===== src/rtl/fc_layer_seq.sv =====
// rtl/fc_layer_seq.sv - sequential fully-connected layer, one MAC per clock
//
// Computes N_OUT neurons over an N_IN-element signed input vector. Each
// neuron is accumulated one product per clock, then biased, saturated to
// OUT_W and optionally ReLU-clipped. Weights and biases live in local
// registers written through the cfg port while the block is idle.
//
// Ports:
//   clk       rising-edge clock
//   rst       synchronous active-high reset, overrides everything
//   start     begin a run (only looked at in IDLE)
//   in_vec    N_IN signed elements, element i at [i*IN_W +: IN_W]
//   cfg_we    config write strobe (dropped while busy)
//   cfg_sel   0 = weight write, 1 = bias write
//   cfg_addr  weight index j*N_IN+i or bias index j
//   cfg_data  weight in [W_W-1:0], bias in all bits
//   busy      high from the accepted start until done
//   done      one-cycle pulse when out_vec is complete
//   out_vec   N_OUT signed results, neuron j at [j*OUT_W +: OUT_W]

module fc_layer_seq #(
    parameter int N_IN  = 9,
    parameter int N_OUT = 4,
    parameter int IN_W  = 8,
    parameter int W_W   = 8,
    parameter int B_W   = 16,
    parameter int ACC_W = 24,
    parameter int OUT_W = 16,
    parameter int RELU  = 0,
    localparam int CFG_AW = (N_IN * N_OUT > 1) ? $clog2(N_IN * N_OUT) : 1
) (
    input  logic                     clk,
    input  logic                     rst,
    input  logic                     start,
    input  logic [N_IN*IN_W-1:0]     in_vec,
    input  logic                     cfg_we,
    input  logic                     cfg_sel,
    input  logic [CFG_AW-1:0]        cfg_addr,
    input  logic [B_W-1:0]           cfg_data,
    output logic                     busy,
    output logic                     done,
    output logic [N_OUT*OUT_W-1:0]   out_vec
);

    localparam int IW = (N_IN > 1) ? $clog2(N_IN) : 1;
    localparam int JW = (N_OUT > 1) ? $clog2(N_OUT) : 1;
    // Bias sum is formed wide enough that neither the addition nor the
    // saturation compare can wrap.
    localparam int RW = (ACC_W + 1 > OUT_W + 1) ? ACC_W + 1 : OUT_W + 1;

    localparam logic [IW-1:0]       I_LAST = IW'(N_IN - 1);
    localparam logic [JW-1:0]       J_LAST = JW'(N_OUT - 1);
    localparam logic [CFG_AW:0]     W_CNT  = (CFG_AW + 1)'(N_IN * N_OUT);
    localparam logic [CFG_AW:0]     B_CNT  = (CFG_AW + 1)'(N_OUT);
    localparam logic signed [RW-1:0] SAT_MAX = {{(RW - OUT_W + 1){1'b0}}, {(OUT_W - 1){1'b1}}};
    localparam logic signed [RW-1:0] SAT_MIN = {{(RW - OUT_W + 1){1'b1}}, {(OUT_W - 1){1'b0}}};

    typedef enum logic [1:0] {
        S_IDLE = 2'd0,
        S_MAC  = 2'd1,
        S_FIN  = 2'd2,
        S_DONE = 2'd3
    } state_t;

    state_t state;
    state_t state_next;

    logic signed [W_W-1:0]    w_mem [N_IN*N_OUT];
    logic signed [B_W-1:0]    b_mem [N_OUT];

    logic [N_IN*IN_W-1:0]     in_lat;
    logic signed [ACC_W-1:0]  acc;
    logic [IW-1:0]            i_cnt;
    logic [JW-1:0]            j_cnt;
    // Flat weight index; MAC order walks j*N_IN+i sequentially, so a plain
    // counter replaces the multiply.
    logic [CFG_AW-1:0]        w_idx;

    logic                     cfg_w_ok;
    logic                     cfg_b_ok;

    logic signed [IN_W-1:0]       cur_in;
    logic signed [W_W-1:0]        cur_w;
    logic signed [IN_W+W_W-1:0]   prod;
    logic signed [ACC_W-1:0]      prod_ext;
    logic signed [RW-1:0]         res_wide;
    logic signed [OUT_W-1:0]      res;

    // ------------------------------------------------------------------
    // FSM: state register
    // ------------------------------------------------------------------
    always_ff @(posedge clk) begin
        if (rst) begin
            state <= S_IDLE;
        end else begin
            state <= state_next;
        end
    end

    // ------------------------------------------------------------------
    // FSM: next state
    // ------------------------------------------------------------------
    always_comb begin
        state_next = state;
        case (state)
            S_IDLE: if (start) state_next = S_MAC;
            S_MAC:  if (i_cnt == I_LAST) state_next = S_FIN;
            S_FIN:  state_next = (j_cnt == J_LAST) ? S_DONE : S_MAC;
            S_DONE: state_next = S_IDLE;
            default: state_next = S_IDLE;
        endcase
    end

    // ------------------------------------------------------------------
    // FSM: outputs
    // ------------------------------------------------------------------
    always_comb begin
        busy = (state != S_IDLE);
        done = (state == S_DONE);
    end

    // ------------------------------------------------------------------
    // Config write qualification. busy is low in the cycle a start is
    // accepted, so a same-cycle write lands before the first MAC.
    // ------------------------------------------------------------------
    always_comb begin
        cfg_w_ok = cfg_we && !busy && !cfg_sel && ({1'b0, cfg_addr} < W_CNT);
        cfg_b_ok = cfg_we && !busy &&  cfg_sel && ({1'b0, cfg_addr} < B_CNT);
    end

    // ------------------------------------------------------------------
    // MAC and finish arithmetic
    // ------------------------------------------------------------------
    always_comb begin
        cur_in   = in_lat[i_cnt*IN_W +: IN_W];
        cur_w    = w_mem[w_idx];
        prod     = cur_in * cur_w;
        prod_ext = {{(ACC_W - IN_W - W_W){prod[IN_W+W_W-1]}}, prod};

        res_wide = {{(RW - ACC_W){acc[ACC_W-1]}}, acc}
                 + {{(RW - B_W){b_mem[j_cnt][B_W-1]}}, b_mem[j_cnt]};

        if (res_wide > SAT_MAX) begin
            res = SAT_MAX[OUT_W-1:0];
        end else if (res_wide < SAT_MIN) begin
            res = SAT_MIN[OUT_W-1:0];
        end else begin
            res = res_wide[OUT_W-1:0];
        end

        if ((RELU != 0) && res[OUT_W-1]) begin
            res = '0;
        end
    end

    // ------------------------------------------------------------------
    // Datapath and parameter storage
    // ------------------------------------------------------------------
    always_ff @(posedge clk) begin
        if (rst) begin
            for (int k = 0; k < N_IN * N_OUT; k++) begin
                w_mem[k] <= '0;
            end
            for (int k = 0; k < N_OUT; k++) begin
                b_mem[k] <= '0;
            end
            in_lat  <= '0;
            acc     <= '0;
            i_cnt   <= '0;
            j_cnt   <= '0;
            w_idx   <= '0;
            out_vec <= '0;
        end else begin
            if (cfg_w_ok) begin
                w_mem[cfg_addr] <= cfg_data[W_W-1:0];
            end
            if (cfg_b_ok) begin
                b_mem[cfg_addr[JW-1:0]] <= cfg_data;
            end

            case (state)
                S_IDLE: begin
                    if (start) begin
                        in_lat <= in_vec;
                        acc    <= '0;
                        i_cnt  <= '0;
                        j_cnt  <= '0;
                        w_idx  <= '0;
                    end
                end
                S_MAC: begin
                    acc   <= acc + prod_ext;
                    w_idx <= w_idx + CFG_AW'(1);
                    if (i_cnt != I_LAST) begin
                        i_cnt <= i_cnt + IW'(1);
                    end
                end
                S_FIN: begin
                    out_vec[j_cnt*OUT_W +: OUT_W] <= res;
                    acc   <= '0;
                    i_cnt <= '0;
                    if (j_cnt != J_LAST) begin
                        j_cnt <= j_cnt + JW'(1);
                    end
                end
                default: ;
            endcase
        end
    end

endmodule


===== config.mk =====
export PLATFORM = sky130hd
export DESIGN_NAME = fc_layer_seq
export DESIGN_NICKNAME = d
export VERILOG_FILES = /design/src/rtl/fc_layer_seq.sv
export SDC_FILE = /design/constraint.sdc
export NUM_CORES = 1
export LEC_CHECK = 0
export CORE_MARGIN = 2
export CORE_UTILIZATION = 37
export CTS_CLUSTER_SIZE = 12
export DETAILED_ROUTE_END_ITERATION = 10
export PLACE_DENSITY = 0.59
export SLEW_MARGIN = 10
export SYNTH_ARGS = -nofsm -noshare
export SYNTH_HDL_FRONTEND = slang
export SYNTH_SLANG_ARGS = --single-unit

===== constraint.sdc =====
create_clock -name clk -period 10.95 [get_ports clk]
set_input_delay 1.6425 -clock clk [delete_from_list [all_inputs] [get_ports clk]]
set_output_delay 1.6425 -clock clk [all_outputs]
set_load 0.005 [all_outputs]

Word level (Yosys, flattened, before mapping)

Memory sizes are Yosys's and may differ from the RTL's. A register that Yosys moved wholly into a read port is not among the register bits.
Index checks and enable logic that the tools add are counted.

Flip-flop bits (word level): 174
Memory bits (writable): 352
Input port bits: 99
Output and inout port bits: 66
Word-level logic and storage cells: 89
Memories kept: 2

Add/sub/neg operators: 6
Multiply operators: 1
Magnitude comparators: 4
Equal/unequal tests: 11
Shift operators: 3
Mux-type cells: 35
Reduce and logical (&&, ||, !) cells: 20

Memories:

| memory | words | width | read ports | clocked after Yosys merged registers in | write ports | RTL line | text |
|---|---|---|---|---|---|---|---|
| w_mem  | 36    | 8     | 1          | 1                                       | 36          | 68       | `logic signed [W_W-1:0] w_mem [N_IN*N_OUT];` |
| b_mem  | 4     | 16    | 1          | 1                                       | 4           | 69       | `logic signed [B_W-1:0] b_mem [N_OUT];` |

Operators by type and width:

| kind                     | number |
|---|---|
| $pmux 24 s3              | 1 |
| $shiftx 72x8->8          | 1 |
| $bwmux 64                | 1 |
| $shift 16x34->64 const A | 1 |
| $shiftx 16x34->64        | 1 |
| $mux 16                  | 3 |
| $neg 6->34               | 1 |
| $add 24x16->25           | 1 |
| $gt 25x16->1 const B     | 1 |
| $lt 25x16->1 const B     | 1 |
| $add 24x16->24           | 1 |
| $mux 24                  | 1 |
| $mux 6                   | 4 |
| $mul 8x8->16             | 1 |
| $mux 2                   | 8 |
| $reduce_or 16->1         | 1 |
| $pmux 4 s3               | 1 |
| $pmux 6 s2               | 1 |
| $mux 1                   | 10 |
| $ne 2x2->1 const B       | 5 |
| $mux 4                   | 2 |
| $mux 8                   | 1 |
| $pmux 2 s4               | 1 |
| $reduce_and 2->1         | 4 |
| 17 further kinds         | 27 |

Longest topological paths before layout

Gate-level depths: netlist (run 1).

Depth in word-level cells: 10
Mapped depth: 26

Worst setup path after synthesis (run 1)

No wires, ideal clock.

Path kind: flip-flop to flip-flop
From: register (tool-made name)
To: register acc[23]
Library setup time: 117 ps
Arrival: 7308 ps
Data required time: 10833 ps
Path slack: 3525 ps
Cell stages (with the launch flop): 24
Buffers on the path: 2
Cells stage by stage: dfxtp_1 -> buf_2 -> buf_1 -> mux4_2 -> mux4_2 -> mux4_2 -> and2_1 -> fa_1 -> inv_1 -> fa_1 -> inv_1 -> fa_1 -> fa_1 -> ha_1 -> ha_1 -> a21o_1 -> a21oi_1 -> o21ai_0 -> a31oi_1 -> nand2_1 -> a211oi_1 -> nor2b_1 -> or3_1 -> a32o_1

RTL lines:

| what                   | RTL line | text |
|---|---|---|
| end signal: assignment | 192      | `acc <= acc + prod_ext;` |
| end: declaration       | 72       | `logic signed [ACC_W-1:0] acc;` |

==> qor.yml, run 1 <==
die_w_um: 322
slew_headroom_pct: 23.0
grt_max_degree: 78
num_vias: 22500
synthSimpleGateAreaFrac_pct: 13.2
post-route-min-period_ns: 8.53
dp_cells: 4309
yosysUniqueCellTypes: 79
finalSetupViolCount: 0
io_pins: 165
drtAntennaViolNets: 0
r2r_slack_ns: 2.42
drt_iter0_markers: 1830
syn-cell-area_um2: 37300
row_count: 116
worstPathRequired_ns: 11.51
yosysTopAreaCell: "edfxtp_1"
grt_remaining_overflow: 0
wl_met2_um: 40900
post_cts_buffers: 0
nets: 3391
fmax_mhz: 117
setup_tns_ns: 0
synthMuxAreaShare_pct: 12.4
root_buffer: "clkbuf_16"
max-cap-violations: 0
clkSinkCount: 758
clk_pin_slew_ns: 0.06
worstPathArrival_ns: 9.09
synthTopCellsByCount: "edfxtp_1, and2_1, nand2_1"
status: "finished, final reports clean"
cp_top_family: "adder cells"
synth-main-ff-cell: "edfxtp_1"
hold_depth: 2
cts_buffer_depth: 3
crit_path_max_fanout: 38
ys_top_cells_by_area: "edfxtp_1, mux4_2, dfxtp_1, and2_1, fa_1"
placeableCoreArea_um2: 100000
cts_max_level: 3
worst_slew_pin_slew_ns: 1.15
worstPathBufferInverterCount: 3
synth_warnings: 0
async_flop_share_pct: 0
drive_gt1_share_pct: 14.1
hpwl_um: 60500
p_leak_nw: 16.9
synth_top_area_share_pct: 46.4
r2r_cells: 20
rsz0062_at_grt: "no"
area_growth_pct: 18.1
synth_compound_gate_area_share_pct: 6.09
startpoint_type: "flip-flop"
routedWlPerCell_um: 19.7
start_util_pct: 37.3
hold_violations: 0
grt_pass1_vias: 22900
dp_worst_setup_slack_ns: 2.37
power_density_nw_per_um2: 170
yosys.area_share.xor_xnor_pct: 0.939
synthAdderAreaFrac_pct: 8.48
dieArea_um2: 103000
syn_inst: 2744
cts_made_buffers: 89
cts_hold_buf: 0
grt_antenna_before_repair: 6
wirelength_um: 88100
drc: 0
gp_congestion: 0.835
synth_top_family_by_area: "simple AND/OR/NAND/NOR gates"
fin_util_pct: 44.1
routed.top_layer: "met5"
grt_pass1_wl_um: 136000
placement.io_buffers: 164
diodes: 0
ir_drop_mv: 0.101
min_to: "in_lat[16]"
setup_slack_ns: 2.42
cp_cell_sequence: "buf_4 > mux4_2 > mux4_2 > mux4_2 > and2_1 > inv_1 > fa_1 > inv_1 > fa_1 > fa_1 > fa_1 > fa_1 > ha_1 > a2111oi_0 > or3_1 > nand2_1 > a211oi_1 > nor2b_1 > or3_1 > a32o_1"
clk_latency_ns: 0.67
crit_top_cell: "fa_1"
wl_met1_um: 39700
cts_resized: 0
met3_length_um: 4720
worst_clock_skew_ns: 0.0470
period_share_pct: 77.9
dieHeight_um: 322
yosysMostFrequentCell: "edfxtp_1"
drv_slew: 0
r2r-end: "acc[23]"
yosysSeqAreaShare_pct: 56.1
critical_path.slowest_cell: "dfxtp_4"
cts_tree: "done"
hold_start: "in_lat[16]"
path_class: "flip-flop to flip-flop"
avgSynthCellArea_um2: 13.6
synth-seq-cells: 758
critPathMaxStageDelay_ns: 0.90
track_usage_pct: 17.2
final_cell_count_no_fill: 4472
hold_path.class: "flip-flop to flip-flop"
drtPass1Iterations: 5
vias_per_cell: 5.03
endpoint_kind: "flip-flop"
synth_edf_count: 576
## registers in the layout, summed over array words and instances, names as in the netlist, named ones only
| signal | count |
|---|---|
| w_mem | 512 |
| in_lat | 72 |
| b_mem | 64 |
| out_vec | 64 |
| acc | 24 |
| w_idx | 6 |
| i_cnt | 4 |
| j_cnt | 2 |
| state | 2 |
## layout make-up
cell class / instances / area [um^2]
clock buffer: 108 / 2340
clock inverter: 55 / 657
fill: 9041 / 55900
inverter: 109 / 409
multi-input combinational: 1940 / 16200
sequential: 758 / 21000
tap: 1298 / 1620
timing repair buffer: 204 / 1920
## metal layers
metal | global-route usage, % | vias up
met4 | 6.19 | 4
li1 | - | 10600
met1 | 23.6 | 11200
met2 | 27.2 | 535
met5 | 0 | -
met3 | 3.24 | 144
## cell families (layout without fill, tap and decap cells)
logic type,after synthesis,in the layout
xor+xnor,40,40
flops,758,758
simple gates,939,939
other cells,1,224
mux,213,213
fa+ha+maj,190,190
buf+inv,269,476
compound gates,334,334
## worst reg2reg max path: stages, from the launching register on
cell and delay [ns]:
dfxtp_4 0.90, buf_4 0.43, mux4_2 0.54, mux4_2 0.55, mux4_2 0.65, and2_1 0.54, inv_1 0.19, fa_1 0.43
inv_1 0.09, fa_1 0.43, fa_1 0.48, fa_1 0.58, fa_1 0.42, ha_1 0.36, a2111oi_0 0.63, or3_1 0.21
nand2_1 0.10, a211oi_1 0.24, nor2b_1 0.08, or3_1 0.31, a32o_1 0.26
## power breakdown
part           leakage [nW]  internal [mW]  switching [mW]
Combinational          8.08          0.473           0.652
Sequential             7.34           3.24          0.0751
Clock                  1.45           1.82            1.23
## cell usage in the layout, fill, tap and decap left out, types with 7 or more instances in the layout
cell	n
and3_1	64
inv_1	109
clkinv_1	20
conb_1	224
clkbuf_16	90
nor2b_1	9
o21ai_0	19
buf_4	39
nand2_1	285
nand2b_1	10
clkdlybuf4s50_1	155
fa_1	105
bufinv_16	12
mux4_2	199
a21oi_1	121
o211ai_1	18
mux2i_1	13
clkbuf_1	15
xor2_1	17
xnor2_1	23
nand3_1	18
edfxtp_1	576
and2_1	344
o21a_1	7
a22oi_1	17
nor3_1	13
nor2_1	110
o2111ai_1	36
ha_1	85
o31ai_1	15
clkinv_2	10
a21o_1	29
buf_2	8
dfxtp_1	178
nand4_1	10
or2_2	43
## worst max-delay path by stage
stage               depth (start not counted)  endpoint  slack (ns)      start
detailed placement                         20   acc[23]        2.37  flip-flop
CTS                                        20   acc[23]        2.34  flip-flop
finish                                     20   acc[23]        2.42  flip-flop
global route                               20   acc[23]        1.90  flip-flop
global placement                           20   acc[23]        2.44  flip-flop
floorplan                                  23   acc[23]        3.52  flip-flop
## per-stage QoR
stage	power [mW]	hold slack, ns	cell area (um^2)
finish	7.48	0.451	44100
global route	7.81	0.473	44100
CTS	7.56	0.452	44100
detailed placement	4.49	0.444	41100
global placement	4.48	0.440	41100
floorplan	4.16	0.433	38100
(Power assumes the default switching activity.)
==> run 2: changes to the inputs <==
clock period = 8.51 ns   (was 10.95 ns; I/O delays follow)
==> run 2 against run 1 <==
Clock skew is 0.022 ns lower. Setup slack worse by 1.7 ns. Final cell count barely moved. Power rose by 26%. Largest power group unchanged.
==> qor.yml, run 2 (synthesis gave the netlist of run 1 again) <==
drc: 0  # unchanged
cts_max_level: 3  # unchanged
dieHeight_um: 322  # unchanged
io_pins: 165  # unchanged
dp_worst_setup_slack_ns: 0.668  # -1.70 ns
start_util_pct: 37.3  # unchanged
path_class: "flip-flop to flip-flop"
setup_slack_ns: 0.693  # -1.73 ns
top_register: "w_mem"
worstPathArrival_ns: 8.36  # -0.73 ns
clkSinkCount: 758  # unchanged
largest_register_ffs: 512  # unchanged
crit_path_max_fanout: 20  # -47%
track_usage_pct: 17.3  # +0.096 points
gp_congestion: 0.827  # -0.96%
worst_clock_skew_ns: 0.0253  # -0.0217 ns
grt_pass1_vias: 22800  # -0.37%
r2r-end: "acc[23]"
max-cap-violations: 0  # unchanged
final_common_cell: "edfxtp_1"
die_w_um: 322  # unchanged
dieArea_um2: 103000  # unchanged
drv_slew: 0  # unchanged
rsz0062_at_grt: "no"
ir_drop_mv: 0.159  # +57%
vias_per_cell: 5.02  # -0.16%
drt_iter0_markers: 1708  # -6.7%
worstPathRequired_ns: 9.06  # -2.45 ns
cts_tree: "done"
drive_gt1_share_pct: 14.0  # -0.077 points
clk_pin_slew_ns: 0.05  # about the same
setup_tns_ns: 0  # unchanged
r2r_slack_ns: 0.69  # -1.73 ns
cts_hold_buf: 0  # unchanged
grt_remaining_overflow: 0  # unchanged
row_count: 116  # unchanged
drtAntennaViolNets: 0  # unchanged
final_cell_mix: "edfxtp_1, and2_1, nand2_1"
min_to: "in_lat[19]"
routedWlPerCell_um: 19.8  # +0.35%
endpoint_kind: "flip-flop"
top_regs: "w_mem x512, in_lat x72"
drtPass1Iterations: 5  # unchanged
clk_latency_ns: 0.66  # about the same
root_buffer: "clkbuf_16"
hold_start: "in_lat[19]"
cts_made_buffers: 87  # -2.2%
post_cts_buffers: 0  # unchanged
worst_slew_pin_slew_ns: 1.25  # +0.104 ns
grt_pass1_wl_um: 137000  # +0.69%
diodes: 0  # unchanged
area_growth_pct: 18.0
post-route-min-period_ns: 7.82  # -0.708 ns
finalSetupViolCount: 0  # unchanged
startpoint_type: "flip-flop"
placement.io_buffers: 164  # unchanged
cts_buffer_depth: 3  # unchanged
hold_depth: 2  # unchanged
cts_resized: 0  # unchanged
grt_max_degree: 76  # -2.6%
wirelength_um: 88300  # +0.26%
placeableCoreArea_um2: 100000  # unchanged
num_vias: 22400  # -0.25%
nets: 3394  # +0.088%
hold_violations: 0  # unchanged
power_density_nw_per_um2: 213  # +26%
hpwl_um: 60800  # +0.52%
status: "finished, final reports clean"
period_share_pct: 91.9  # +14 points
grt_antenna_before_repair: 4  # -2
fmax_mhz: 128  # +9.1%
r2r_cells: 21  # +5.0%
slew_headroom_pct: 16.5  # -6.6 points
p_leak_nw: 16.8  # -0.21%
hold_path.class: "flip-flop to flip-flop"
==> run 2: cell type report <==
type | count | area [um^2]
multi-input combinational | 1940 | 16200
inverter | 109 | 409
tap | 1298 | 1620
timing repair buffer | 209 | 2060
fill | 9043 | 56000
sequential | 758 | 21000
clock buffer | 110 | 2370
clock inverter | 44 | 442
==> run 2: worst max path at each step <==
stage / startpoint / endpoint / slack (ns) / depth (start not counted)
2_1_floorplan: flip-flop / acc[23] / 1.08 / 23
3_3_place_gp: flip-flop / acc[23] / 0.67 / 21
3_5_place_dp: flip-flop / acc[23] / 0.67 / 21
4_1_cts: flip-flop / acc[23] / 0.62 / 21
5_1_grt: flip-flop / acc[23] / 0.32 / 22
6_report: flip-flop / acc[23] / 0.69 / 21
==> run 2: routing by layer <==
metal	vias up	routed length (um)	global-route usage (%)
li1	10600	-	-
met1	11300	39800	23.6
met2	475	41900	28.1
met3	126	4230	3.18
met4	4	2330	4.94
met5	-	25	0
==> run 2: where the power goes <==
group,internal [mW],total (mW),switching (mW),leakage (nW)
clock network,2.16,3.68,1.53,1.37
logic,0.615,1.44,0.829,8.13
registers,4.16,4.26,0.0966,7.34
total,6.93,9.39,2.45,16.8
==> run 2: worst max-delay path, stage by stage, from the launching register on <==
cell       delay, ns
dfxtp_4         0.64
buf_12          0.27
buf_12          0.16
mux4_2          0.55
mux4_2          0.47
mux2_2          0.32
o21ai_2         0.36
or2_2           0.20
fa_1            0.42
fa_1            0.57
inv_1           0.06
fa_1            0.50
fa_1            0.57
fa_1            0.42
ha_1            0.36
a2111oi_0       0.61
or3_1           0.21
nand2_1         0.10
a211oi_1        0.23
nor2b_1         0.08
or3_1           0.30
a32o_1          0.25
==> run 2: per-stage QoR <==
| stage | total power, mW | hold WS (ns) | utilization (%) | instance area, um^2 | std cells |
|---|---|---|---|---|---|
| 6_report | 9.39 | 0.451 | 44.0 | 44000 | 4468 |
| 2_1_floorplan | 5.35 | 0.433 | - | 38100 | 2967 |
| 3_5_place_dp | 5.78 | 0.447 | 41.2 | 41200 | 4314 |
| 4_1_cts | 9.50 | 0.454 | 44.0 | 44000 | 4468 |
| 5_1_grt | 9.82 | 0.470 | 44.0 | 44000 | 4468 |
| 3_3_place_gp | 5.77 | 0.439 | 41.2 | 41200 | 4314 |
